==> src/rtl/tri_fetch_if.sv <==
// Vertex RAM read port and triangle output handshake of the triangle fetch stage.
// master: the fetch stage; slave: RAM plus downstream consumer.
interface tri_fetch_if #(
    parameter int unsigned ADDR_WIDTH = 16
);
    logic [ADDR_WIDTH-1:0] mem_addr_out;
    logic                  mem_en_out;
    logic [95:0]           mem_data_in;
    logic [383:0]          tri_out;
    logic                  tri_valid_out;
    logic                  tri_ready_in;

    modport master (
        output mem_addr_out,
        output mem_en_out,
        input  mem_data_in,
        output tri_out,
        output tri_valid_out,
        input  tri_ready_in
    );

    modport slave (
        input  mem_addr_out,
        input  mem_en_out,
        output mem_data_in,
        input  tri_out,
        input  tri_valid_out,
        output tri_ready_in
    );
endinterface

==> src/rtl/tri_fetch.sv <==
// Triangle fetch: walks a contiguous triangle list in vertex RAM (three 96-bit
// words per triangle), appends w = W_ONE to each vertex and offers the assembled
// triangle downstream over valid/ready. Pulses done_out after the last one.
module tri_fetch #(
    parameter int unsigned ADDR_WIDTH  = 16,
    parameter int unsigned RAM_LATENCY = 2,
    parameter logic [31:0] W_ONE       = 32'h0001_0000
) (
    input  logic                  clk_in,
    input  logic                  rst_in,
    input  logic                  start_in,
    input  logic [ADDR_WIDTH-1:0] base_addr_in,
    input  logic [15:0]           num_tris_in,
    tri_fetch_if.master           bus,
    output logic                  busy_out,
    output logic                  done_out
);
    localparam int unsigned L = RAM_LATENCY;

    typedef enum logic [2:0] {
        S_IDLE,
        S_ISSUE,
        S_WAIT,
        S_HOLD,
        S_FINISH
    } state_t;

    state_t                state_q, state_d;
    logic [ADDR_WIDTH-1:0] ptr_q;
    logic [15:0]           num_q;
    logic [15:0]           tri_cnt_q;
    logic [1:0]            iss_cnt_q;
    logic [L-1:0]          tag_vld_q;
    logic [L-1:0][1:0]     tag_q;
    logic [383:0]          tri_q;

    logic issue;
    logic handshake;
    logic last_tri;
    logic v2_arrives;

    assign issue      = (state_q == S_ISSUE);
    assign handshake  = (state_q == S_HOLD) && bus.tri_ready_in;
    assign last_tri   = ((tri_cnt_q + 16'd1) == num_q);
    assign v2_arrives = tag_vld_q[L-1] && (tag_q[L-1] == 2'd2);

    assign bus.mem_en_out    = issue;
    assign bus.mem_addr_out  = ptr_q;
    assign bus.tri_out       = tri_q;
    assign bus.tri_valid_out = (state_q == S_HOLD);
    assign busy_out          = (state_q != S_IDLE);
    assign done_out          = (state_q == S_FINISH);

    // State register
    always_ff @(posedge clk_in) begin
        if (!rst_in) begin
            state_q <= S_IDLE;
        end else begin
            state_q <= state_d;
        end
    end

    // Next-state logic for the list walk
    always_comb begin
        state_d = state_q;
        case (state_q)
            S_IDLE: begin
                if (start_in) begin
                    state_d = (num_tris_in == 16'd0) ? S_FINISH : S_ISSUE;
                end
            end
            S_ISSUE: begin
                if (iss_cnt_q == 2'd2) begin
                    state_d = S_WAIT;
                end
            end
            S_WAIT: begin
                if (v2_arrives) begin
                    state_d = S_HOLD;
                end
            end
            S_HOLD: begin
                if (bus.tri_ready_in) begin
                    state_d = last_tri ? S_FINISH : S_ISSUE;
                end
            end
            S_FINISH: begin
                state_d = S_IDLE;
            end
            default: begin
                state_d = S_IDLE;
            end
        endcase
    end

    // Address pointer, list counters and latched list parameters
    always_ff @(posedge clk_in) begin
        if (!rst_in) begin
            ptr_q     <= '0;
            num_q     <= '0;
            tri_cnt_q <= '0;
            iss_cnt_q <= '0;
        end else begin
            if ((state_q == S_IDLE) && start_in) begin
                ptr_q     <= base_addr_in;
                num_q     <= num_tris_in;
                tri_cnt_q <= '0;
            end
            if (issue) begin
                ptr_q     <= ptr_q + 1'b1;
                iss_cnt_q <= (iss_cnt_q == 2'd2) ? 2'd0 : iss_cnt_q + 2'd1;
            end
            if (handshake) begin
                tri_cnt_q <= tri_cnt_q + 16'd1;
            end
        end
    end

    // Tag pipe: follows each read through the RAM so the returning word lands in its slot
    always_ff @(posedge clk_in) begin
        if (!rst_in) begin
            tag_vld_q <= '0;
            tag_q     <= '0;
        end else begin
            tag_vld_q[0] <= issue;
            tag_q[0]     <= iss_cnt_q;
            for (int unsigned i = 1; i < L; i++) begin
                tag_vld_q[i] <= tag_vld_q[i-1];
                tag_q[i]     <= tag_q[i-1];
            end
        end
    end

    // Vertex capture with w inserted; nothing returns while HOLD, so tri_q is stable there
    always_ff @(posedge clk_in) begin
        if (!rst_in) begin
            tri_q <= '0;
        end else if (tag_vld_q[L-1]) begin
            case (tag_q[L-1])
                2'd0:    tri_q[127:0]   <= {W_ONE, bus.mem_data_in};
                2'd1:    tri_q[255:128] <= {W_ONE, bus.mem_data_in};
                2'd2:    tri_q[383:256] <= {W_ONE, bus.mem_data_in};
                default: ;
            endcase
        end
    end
endmodule

==> src/flat_wrapper.sv <==
// flat-port wrapper written by rule: the top's interface ports become plain ports
module tri_fetch_flat 
#(
    parameter int unsigned ADDR_WIDTH  = 16,
    parameter int unsigned RAM_LATENCY = 2,
    parameter logic [31:0] W_ONE       = 32'h0001_0000
)
  (clk_in, rst_in, start_in, base_addr_in, num_tris_in, busy_out, done_out, bus_mem_addr_out, bus_mem_en_out, bus_mem_data_in, bus_tri_out, bus_tri_valid_out, bus_tri_ready_in);
  tri_fetch_if #(.ADDR_WIDTH(ADDR_WIDTH)) bus_i ();
  input  logic clk_in;
  input  logic rst_in;
  input  logic start_in;
  input  logic [ADDR_WIDTH-1:0] base_addr_in;
  input  logic [15:0] num_tris_in;
  output logic busy_out;
  output logic done_out;
  output wire logic [$bits(bus_i.mem_addr_out)-1:0] bus_mem_addr_out;
  output wire logic [$bits(bus_i.mem_en_out)-1:0] bus_mem_en_out;
  input wire logic [$bits(bus_i.mem_data_in)-1:0] bus_mem_data_in;
  output wire logic [$bits(bus_i.tri_out)-1:0] bus_tri_out;
  output wire logic [$bits(bus_i.tri_valid_out)-1:0] bus_tri_valid_out;
  input wire logic [$bits(bus_i.tri_ready_in)-1:0] bus_tri_ready_in;
  assign bus_mem_addr_out = bus_i.mem_addr_out;
  assign bus_mem_en_out = bus_i.mem_en_out;
  assign bus_i.mem_data_in = bus_mem_data_in;
  assign bus_tri_out = bus_i.tri_out;
  assign bus_tri_valid_out = bus_i.tri_valid_out;
  assign bus_i.tri_ready_in = bus_tri_ready_in;
  tri_fetch #(.ADDR_WIDTH(ADDR_WIDTH), .RAM_LATENCY(RAM_LATENCY), .W_ONE(W_ONE)) u_core (.clk_in(clk_in), .rst_in(rst_in), .start_in(start_in), .base_addr_in(base_addr_in), .num_tris_in(num_tris_in), .bus(bus_i), .busy_out(busy_out), .done_out(done_out));
endmodule
==> config.mk <==
export PLATFORM = sky130hd
export DESIGN_NAME = tri_fetch_flat
export DESIGN_NICKNAME = d
export VERILOG_FILES = /design/src/rtl/tri_fetch_if.sv /design/src/rtl/tri_fetch.sv /design/src/flat_wrapper.sv
export SDC_FILE = /design/constraint.sdc
export NUM_CORES = 1
export LEC_CHECK = 0
export ABC_AREA = 0
export BUFFER_PORTS_ARGS = -buffer_cell sky130_fd_sc_hd__buf_2
export CAP_MARGIN = 20
export CORE_AREA = 2 2 207 209
export CTS_CLUSTER_DIAMETER = 100
export DETAILED_ROUTE_END_ITERATION = 8
export DIE_AREA = 0 0 209 211
export PLACE_DENSITY = 0.59
export SLEW_MARGIN = 20
export SYNTH_ARGS = -nofsm -noshare
export SYNTH_HDL_FRONTEND = slang
export SYNTH_SLANG_ARGS = --single-unit
export TNS_END_PERCENT = 5
==> constraint.sdc <==
create_clock -name clk_in -period 3.51 [get_ports clk_in]
set_clock_uncertainty 0.15 [all_clocks]
set_input_delay 0.351 -clock clk_in [delete_from_list [all_inputs] [get_ports clk_in]]
set_output_delay 0.351 -clock clk_in [all_outputs]
set_load 0.05 [all_outputs]
==> flow_summary.json, run 1 <==
{
  "status": "finished clean",
  "cts_buffer_depth": 3,
  "drt_iter0_drc": 803,
  "async_flop_share_pct": 0,
  "min_period_ps": 3000,
  "synth_compound_area_share_pct": 19.6,
  "worstSkewPairLatency_ps": 540,
  "synth_top_area_share_pct": 48.3,
  "ant_nets": 0,
  "setup_viol": 0,
  "reg2reg_to": "u_core.state_q[0]$_SDFFE_PN0P_",
  "slew_headroom_pct": 38.3,
  "wl_per_cell_microns": 16.5,
  "ys_ff_latch": 350,
  "area_growth_pct": 33.5,
  "cp_slowest_cell": "nand2b_1",
  "avgSynthCellArea_sq_um": 8.18,
  "fmax_ghz": 0.333,
  "holdPathEnd": "u_core.bus.mem_addr_out[10]$_SDFFE_PN0P_",
  "total_power_w": 0.00924,
  "netSwitchingFraction_pct": 26.6,
  "clk_pin_slew_worst_paths_ps": 60,
  "synth_edf_count": 0,
  "p_comb_share_pct": 11.0,
  "holdPathStages": 3,
  "worst_pin_slew_ps": 926,
  "placeableCoreArea_sq_um": 41800,
  "synthMuxAreaShare_pct": 0.207,
  "num_vias": 13448,
  "synth_area_leaders": "dfxtp_1 48%, nand2_1 17%, a21boi_0 16%",
  "cts_tree": "done",
  "crit_fanout": 21,
  "die_w_microns": 209,
  "period_share_pct": 85.5,
  "final_nets": 2412,
  "drive_above_1_share_pct": 23.1,
  "grt_pass1_wl_microns": 71900,
  "leakagePower_nw": 8.14,
  "firstDrtPassIters": 5,
  "diodes": 0,
  "worstPathArrival_ps": 2500,
  "yosysMostFrequentCell": "nand2_1",
  "hold_violations": 0,
  "required_ps": 3010,
  "ys.warnings.count": 0,
  "dp_hpwl_microns": 30800,
  "reg2regPathDepth": 8,
  "critical_path.cell_chain": "nand2b_1 > nand2b_1 > inv_1 > buf_2",
  "overflow": 0,
  "synthXorXnorAreaFrac_pct": 1.20,
  "netSwitchingPower_w": 0.00245,
  "synth_top_family_by_area": "simple AND/OR/NAND/NOR gates",
  "timing.rr.start": "u_core.tri_cnt_q[0]$_SDFFE_PN0P_",
  "rows": 75,
  "antenna_found_initial": 1,
  "cts-htree-levels": 2,
  "numCtsBuffers": 40,
  "die_area_sq_um": 44100,
  "drv_cap": 0,
  "end_kind": "primary output",
  "gp_congestion": 0.863,
  "yosys.cell_types.count": 53,
  "synth-simple-area-share_pct": 22.3,
  "fp.dieH_microns": 211,
  "rsz0062_at_grt": "false",
  "cp_slowest_stage_delay_ps": 500,
  "start_util_pct": 34.7,
  "netlist_area_sq_um": 14500,
  "cts_sinks": 350,
  "p_per_area_nw_per_um2": 477,
  "wirelength_microns": 46900,
  "post_cts_resized": 0,
  "internal_power_w": 0.00678,
  "min-delay-start": "base_addr_in[10]",
  "io_pins": 536,
  "pwr-share-seq_pct": 44.3,
  "cp-start-kind": "flop",
  "synth.top_cells.by_count": "647 x nand2_1, 350 x dfxtp_1, 314 x a21boi_0",
  "slew_viol_final": 0,
  "yosysSeqAreaShare_pct": 48.3,
  "syn_inst": 1772,
  "via_per_inst": 4.73,
  "r2r_slack_ps": 740,
  "irDropWorstVdd_mv": 0.360,
  "clock_power_share_pct": 44.6,
  "drc": 0,
  "grt_max_degree": 130,
  "synthFlopType": "dfxtp_1",
  "port_buffers": 442,
  "yosysTopAreaCell": "dfxtp_1",
  "clockRootBuffer": "clkbuf_16",
  "min_path_type": "in2reg",
  "tns_ps": 0,
  "grt_pass1_vias": 12913,
  "cp_common_cell": "nand2b_1",
  "path_class": "reg2out",
  "grt.total_usage_pct": 20.3,
  "synthAdderAreaFrac_pct": 0.173
}
==> placed cells by master, fill, tap and decap left out, types with 3 or more instances in the layout <==
| cell type | count |
|---|---|
| a21boi_0 | 314 |
| a21oi_1 | 18 |
| a221oi_1 | 3 |
| a22oi_1 | 5 |
| a31oi_1 | 6 |
| and2_1 | 10 |
| and3_1 | 7 |
| buf_12 | 5 |
| buf_2 | 441 |
| buf_4 | 14 |
| clkbuf_1 | 10 |
| clkbuf_16 | 41 |
| clkbuf_8 | 11 |
| clkinv_2 | 5 |
| conb_1 | 93 |
| dfxtp_1 | 350 |
| dlygate4sd3_1 | 127 |
| inv_1 | 6 |
| inv_6 | 3 |
| mux2i_1 | 3 |
| nand2_1 | 647 |
| nand2b_1 | 4 |
| nand3_1 | 14 |
| nand4_1 | 4 |
| nor2_1 | 31 |
| nor2b_1 | 14 |
| nor3_1 | 17 |
| nor3b_1 | 3 |
| nor4_1 | 13 |
| o21a_1 | 6 |
| o21ai_0 | 23 |
| or3_1 | 5 |
| xnor2_1 | 12 |
| xor2_1 | 6 |
==> flip-flops by register name (all words and copies together), names as in the netlist <==
signal                   count
u_core.num_q                16
u_core.bus.mem_addr_out     16
u_core.iss_cnt_q             2
u_core.bus.tri_out         291
u_core.tag_vld_q             2
u_core.state_q               3
u_core.tri_cnt_q            16
u_core.tag_q                 4
==> layer usage <==
| layer | track usage, % | up-vias | part of all wire, % |
|---|---|---|---|
| met5 | 0 | - | 0 |
| met4 | 7.27 | 0 | 2.7 |
| met3 | 5.50 | 91 | 7.6 |
| met2 | 33.2 | 493 | 46 |
| met1 | 25.7 | 6236 | 44 |
| li1 | - | 6628 | - |
==> what timing repair did <==
| action | CTS | global route |
|---|---|---|
| hold endpoints to repair | 318 | 0 |
| hold buffers | 127 | 0 |
| buffers inserted | 0 | 0 |
==> metrics by stage <==
step                      worst slack, ps  utilization [%]  hold WS, ps  area (sq um)  std cells
after CTS                             504             46.4         34.0         19400       2846
after floorplan                      1020                -          262         14800       1864
after detailed placement              835             40.2          267         16800       2648
after global placement                849             40.2          268         16800       2648
after global routing                  300             46.4         56.4         19400       2846
final                                 510             46.4         57.9         19400       2846
==> worst max-delay path by stage <==
stage	start	endpoint	slack, ps
CTS	u_core.state_q[0]$_SDFFE_PN0P_	bus_mem_en_out	500
detailed placement	u_core.tri_cnt_q[0]$_SDFFE_PN0P_	u_core.state_q[0]$_SDFFE_PN0P_	830
global route	u_core.state_q[0]$_SDFFE_PN0P_	bus_mem_en_out	300
finish	u_core.state_q[0]$_SDFFE_PN0P_	bus_mem_en_out	510
global placement	u_core.tri_cnt_q[0]$_SDFFE_PN0P_	u_core.state_q[0]$_SDFFE_PN0P_	850
floorplan	u_core.state_q[1]$_SDFFE_PN0P_	u_core.tri_cnt_q[12]$_SDFFE_PN0P_	1020
==> worst max-delay path: cells and delay by family, from the launching register on <==
family	cells	cell delay, ps
flops	1	450
simple gates	2	640
buf+inv	2	850
==> kinds of logic after synthesis <==
group,count (synthesis)
adder cells (fa/ha/maj),2
XOR/XNOR,19
AND/OR/NAND/NOR,785
other,1
flip-flops,350
multiplexers,3
buffers and inverters,222
AO/OA/AOI/OAI,390
==> power groups by stage <==
stage                     Combinational (W)  Sequential [W]  Clock [W]
after floorplan                    0.000557         0.00434          0
after global placement             0.000899         0.00418          0
after detailed placement           0.000900         0.00418          0
after CTS                           0.00102         0.00409    0.00425
after global routing                0.00108         0.00410    0.00439
final                               0.00102         0.00409    0.00412
==> area by class of cell <==
cell class	instances	area, sq um
fillers	4026	22400
flip-flops and latches	350	7010
multi-input cells	1292	6670
repair buffers	588	3700
clock buffers	61	1200
well taps	539	674
clock inverters	10	90.1
inverters	6	22.5
(Power assumes the default switching activity.)
==> run 2, diff against run 1 <==
--- a/config.mk
+++ b/config.mk
@@ -12,7 +12,7 @@
 export CTS_CLUSTER_DIAMETER = 100
 export DETAILED_ROUTE_END_ITERATION = 8
 export DIE_AREA = 0 0 209 211
-export PLACE_DENSITY = 0.59
+export PLACE_DENSITY = 0.56
 export SLEW_MARGIN = 20
 export SYNTH_ARGS = -nofsm -noshare
 export SYNTH_HDL_FRONTEND = slang
==> flow_summary.json, run 2 (same netlist as run 1, synthesis figures left out) <==
{
  "finish.utilization_pct": 46.7,
  "dp_hpwl_microns": 31500,
  "gp_congestion": 0.837,
  "worstSkewPairLatency_ps": 550,
  "numCtsBuffers": 41,
  "grt_max_degree": 121,
  "grt_pass1_vias": 12811,
  "required_ps": 3810,
  "min_path_type": "in2reg",
  "rows": 75,
  "worstPathArrival_ps": 3040,
  "fmax_ghz": 0.365,
  "area_growth_pct": 34.5,
  "slew_headroom_pct": 26.8,
  "diodes": 0,
  "cp_slowest_cell": "nor4_1",
  "cts-htree-levels": 2,
  "fin_cells": 2848,
  "min_period_ps": 2740,
  "clk_pin_slew_worst_paths_ps": 60,
  "die_area_sq_um": 44100,
  "grt.total_usage_pct": 20.8,
  "grt_pass1_wl_microns": 72500,
  "antenna_found_initial": 1,
  "drc": 0,
  "drive_above_1_share_pct": 23.1,
  "cp_slowest_stage_delay_ps": 560,
  "tns_ps": 0,
  "port_buffers": 442,
  "leakagePower_nw": 8.19,
  "preCtsSetupSlack_ps": 806,
  "hold_violations": 0,
  "crit_fanout": 7,
  "slew_viol_final": 0,
  "rsz0062_at_grt": "false",
  "irDropWorstVdd_mv": 0.324,
  "period_share_pct": 78.1,
  "final_nets": 2412,
  "dpl.cell_count": 2647,
  "nFillCells": 4170,
  "end_kind": "flop",
  "wl_met3_microns": 3220,
  "largest_reg_flops": 291,
  "cp-start-kind": "flop",
  "clockRootBuffer": "clkbuf_16",
  "wl_per_cell_microns": 16.8,
  "start_util_pct": 34.7,
  "reg2regPathDepth": 8,
  "path_class": "reg2reg",
  "die_w_microns": 209,
  "status": "finished clean",
  "cts_buffer_depth": 3,
  "p_per_area_nw_per_um2": 491,
  "worst_slack_ps": 767,
  "fp.dieH_microns": 211,
  "post_cts_resized": 0,
  "layout_common_cells": "647 x nand2_1, 441 x buf_2, 350 x dfxtp_1",
  "hold_slack_ps": 24.8,
  "mostFrequentLayoutCell": "nand2_1",
  "holdPathStages": 3,
  "wl_met2_microns": 23100,
  "io_pins": 536,
  "cts_sinks": 350,
  "multi_input_area_sq_um": 6670,
  "drt_iter0_drc": 782,
  "num_vias": 13460,
  "placeableCoreArea_sq_um": 41800,
  "cts_tree": "done",
  "critical_path.cell_chain": "ha_1 > nand3_1 > nor4_1 > xnor2_1 > o22ai_1 > nor3_1 > a21boi_0 > o21a_1",
  "setup_viol": 0,
  "drv_cap": 0,
  "overflow": 0,
  "firstDrtPassIters": 5,
  "via_per_inst": 4.73,
  "wirelength_microns": 47700,
  "wl_met1_microns": 20100,
  "ant_nets": 0,
  "worst_pin_slew_ps": 1100,
  "regArea_sq_um": 7010,
  "routed.top_layer": "met5"
}
-- run 2: changes by cell type in the layout (fill, tap and decap cells not counted) --
cell and delta:
inv_6 -1, buf_4 -3, clkbuf_1 +1, bufinv_16 +3, buf_12 +2, buf_6 +1, clkbuf_8 +3, clkinv_2 -4
-- run 2: path summary, 6_finish.rpt --
check | start | to | slack [ps]
max reg2reg | u_core.tri_cnt_q[0]$_SDFFE_PN0P_ | u_core.state_q[0]$_SDFFE_PN0P_ | 770
min reg2reg | u_core.tag_q[0]$_SDFF_PN0_ | u_core.tag_q[2]$_SDFF_PN0_ | 280
min | base_addr_in[10] | u_core.bus.mem_addr_out[10]$_SDFFE_PN0P_ | 20
max | u_core.tri_cnt_q[0]$_SDFFE_PN0P_ | u_core.state_q[0]$_SDFFE_PN0P_ | 770
-- run 2: what timing repair did --
action                                 CTS  global route
endpoints found under the hold margin  318             0
buffers inserted                         0             0
hold buffers                           127             0
-- run 2: metrics by stage --
| step | total power (W) | instance area (sq um) |
|---|---|---|
| after global routing | 0.00991 | 19500 |
| after detailed placement | 0.00509 | 16800 |
| after global placement | 0.00508 | 16800 |
| after floorplan | 0.00489 | 14800 |
| final | 0.00957 | 19500 |
| after CTS | 0.00968 | 19500 |
-- run 2: power by group --
| group | internal [W] | switching [W] | total (W) |
|---|---|---|---|
| Combinational | 0.000310 | 0.000711 | 0.00102 |
| Sequential | 0.00404 | 0.0000570 | 0.00410 |
| Clock | 0.00275 | 0.00171 | 0.00445 |
-- run 2: layer usage --
layer,vias to the layer above,track usage (%)
met5,-,0
met4,2,6.45
met3,81,5.81
met2,471,35.6
met1,6276,25.3
li1,6630,-
-- run 2: cell type report --
class | instances | area share (%)
timing repair buffer | 587 | 19.0
clock inverter | 8 | 0.777
inverter | 6 | 0.116
tap | 539 | 3.46
multi-input combinational | 1292 | 34.2
sequential | 350 | 35.9
clock buffer | 66 | 6.46
-- run 2: critical path: cells and delay by family, from the launching register on --
family,cells,cell delay [ps]
adder cells (fa/ha/maj),1,310
flip-flops,1,490
AO/OA/AOI/OAI,3,450
XOR/XNOR,1,180
AND/OR/NAND/NOR,3,1070
==> run 3, diff against run 2 <==
--- a/config.mk
+++ b/config.mk
@@ -8,11 +8,11 @@
 export ABC_AREA = 0
 export BUFFER_PORTS_ARGS = -buffer_cell sky130_fd_sc_hd__buf_2
 export CAP_MARGIN = 20
-export CORE_AREA = 2 2 207 209
+export CORE_AREA = 2 2 206 208
 export CTS_CLUSTER_DIAMETER = 100
 export DETAILED_ROUTE_END_ITERATION = 8
-export DIE_AREA = 0 0 209 211
-export PLACE_DENSITY = 0.56
+export DIE_AREA = 0 0 208 210
+export PLACE_DENSITY = 0.58
 export SLEW_MARGIN = 20
 export SYNTH_ARGS = -nofsm -noshare
 export SYNTH_HDL_FRONTEND = slang
==> constraint.sdc (replaced) <==
create_clock -name clk_in -period 2.4 [get_ports clk_in]
set_clock_uncertainty 0.15 [all_clocks]
set_input_delay 0.24 -clock clk_in [delete_from_list [all_inputs] [get_ports clk_in]]
set_output_delay 0.24 -clock clk_in [all_outputs]
set_load 0.05 [all_outputs]
==> flow_summary.json, run 3 (same netlist as run 1, synthesis figures left out) <==
{
  "gp_congestion": 0.871,
  "grt_pass1_wl_microns": 72600,
  "internal_power_w": 0.0100,
  "cts-htree-levels": 2,
  "tns_ps": 0,
  "worst_pin_slew_ps": 576,
  "min-delay-start": "u_core.tag_q[0]$_SDFF_PN0_",
  "drive_above_1_share_pct": 24.2,
  "required_ps": 2010,
  "grt_max_degree": 98,
  "leakagePower_nw": 8.31,
  "worst_slack_ps": 84.8,
  "drv_cap": 0,
  "numCtsBuffers": 40,
  "cp-startpoint": "u_core.state_q[2]$_SDFFE_PN0P_",
  "min_period_ps": 2320,
  "cts_buffer_depth": 3,
  "irDropWorstVdd_mv": 0.478,
  "wirelength_microns": 46700,
  "total_power_w": 0.0136,
  "p_comb_share_pct": 11.1,
  "rows": 75,
  "final_nets": 2443,
  "cts_tree": "done",
  "pwr-share-seq_pct": 44.0,
  "hold_violations": 0,
  "timing.rr.start": "u_core.tri_cnt_q[12]$_SDFFE_PN0P_",
  "netSwitchingPower_w": 0.00356,
  "die_w_microns": 208,
  "num_vias": 13659,
  "mostFrequentLayoutCell": "nand2_1",
  "path_class": "reg2out",
  "firstDrtPassIters": 7,
  "grt.total_usage_pct": 20.5,
  "preCtsSetupSlack_ps": 30.7,
  "setup_viol": 0,
  "crit_fanout": 12,
  "die_area_sq_um": 43700,
  "clockRootBuffer": "clkbuf_16",
  "placeableCoreArea_sq_um": 41500,
  "diodes": 0,
  "wl_per_cell_microns": 16.2,
  "ant_nets": 0,
  "fp.dieH_microns": 210,
  "slew_viol_final": 0,
  "via_per_inst": 4.75,
  "grt_pass1_vias": 12929,
  "clock_power_share_pct": 44.9,
  "io_pins": 536,
  "dpl_cell_area_sq_um": 17000,
  "worstSkewPairLatency_ps": 550,
  "drt_iter0_drc": 755,
  "drc": 0,
  "layout_common_cells": "646 x nand2_1, 440 x buf_2, 347 x dfxtp_1",
  "start_util_pct": 35.0,
  "fmax_ghz": 0.432,
  "p_per_area_nw_per_um2": 690,
  "port_buffers": 442,
  "final_cell_area_sq_um": 19700,
  "slew_headroom_pct": 61.6,
  "clk_pin_slew_worst_paths_ps": 50,
  "status": "finished clean",
  "antenna_found_initial": 0,
  "overflow": 0,
  "end_kind": "primary output",
  "min_path_type": "reg2reg",
  "nFillCells": 4088,
  "netSwitchingFraction_pct": 26.2,
  "dp_hpwl_microns": 31300,
  "rsz0062_at_grt": "false",
  "area_growth_pct": 36.0,
  "worstPathArrival_ps": 1930,
  "cp-start-kind": "flop",
  "cts_sinks": 350,
  "period_share_pct": 96.5,
  "finish.utilization_pct": 47.5,
  "largest_reg_flops": 291,
  "post_cts_buffers": 0
}
-- run 3: changes by cell type in the layout (fill, tap and decap cells not counted), sizes merged --
cell	previous run	this run
inv	8	7
bufinv	4	3
clkbuf	66	64
buf	460	487
dlygate4sd3	127	131
clkinvlp	0	2
clkinv	2	3
-- run 3: what timing repair did --
| item | CTS | global route |
|---|---|---|
| hold buffers | 131 | 0 |
| pin swaps | 0 | 0 |
| setup endpoints to repair | 1 | 4 |
| endpoints found under the hold margin | 335 | 0 |
| resized for setup | 1 | 12 |
-- run 3: stage by stage --
stage	std cells	hold WS [ps]
after global routing	2878	312
final	2878	281
after detailed placement	2675	268
after floorplan	1864	235
after global placement	2675	267
after CTS	2878	281
-- run 3: worst max-delay path: stages (launching register included) --
cell,delay (ps)
dfxtp_1,380
nand2b_1,210
nand2b_1,200
clkinvlp_4,280
clkbuf_4,310
-- run 3: layer usage --
| metal | part of all wire, % | global-route usage (%) | wire length, microns | up-vias |
|---|---|---|---|---|
| met5 | 0 | 0 | 0 | - |
| met4 | 3.2 | 7.68 | 1480 | 0 |
| met3 | 6.6 | 4.75 | 3080 | 90 |
| met2 | 47 | 34.2 | 22000 | 456 |
| met1 | 43 | 26.0 | 20200 | 6419 |
| li1 | - | - | - | 6694 |
-- run 3: path summary, 6_finish.rpt --
kind                                                  endpoint  slack [ps]  depth (start not counted)
worst max-delay path                            bus_mem_en_out          80                          4
worst max register to register  u_core.state_q[0]$_SDFFE_PN0P_         180                          7
worst min register to register      u_core.tag_q[2]$_SDFF_PN0_         280                          1
worst min-delay path                u_core.tag_q[2]$_SDFF_PN0_         280                          1
-- run 3: final cells by class --
| type | instances | area (sq um) | area share [%] |
|---|---|---|---|
| Sequential cell | 350 | 7010 | 35.6 |
| Tap cell | 539 | 674 | 3.42 |
| Timing Repair Buffer | 619 | 3990 | 20.2 |
| Multi-Input combinational cell | 1292 | 6710 | 34.0 |
| Inverter | 6 | 26.3 | 0.133 |
| Clock buffer | 63 | 1170 | 5.93 |
| Clock inverter | 9 | 130 | 0.660 |
-- run 3: power groups by stage --
stage	Combinational [W]	Sequential (W)	Clock [W]
after CTS	0.00150	0.00599	0.00628
final	0.00151	0.00599	0.00610
after global placement	0.00132	0.00611	0
after global routing	0.00161	0.00600	0.00650
after floorplan	0.000815	0.00634	0
after detailed placement	0.00133	0.00611	0
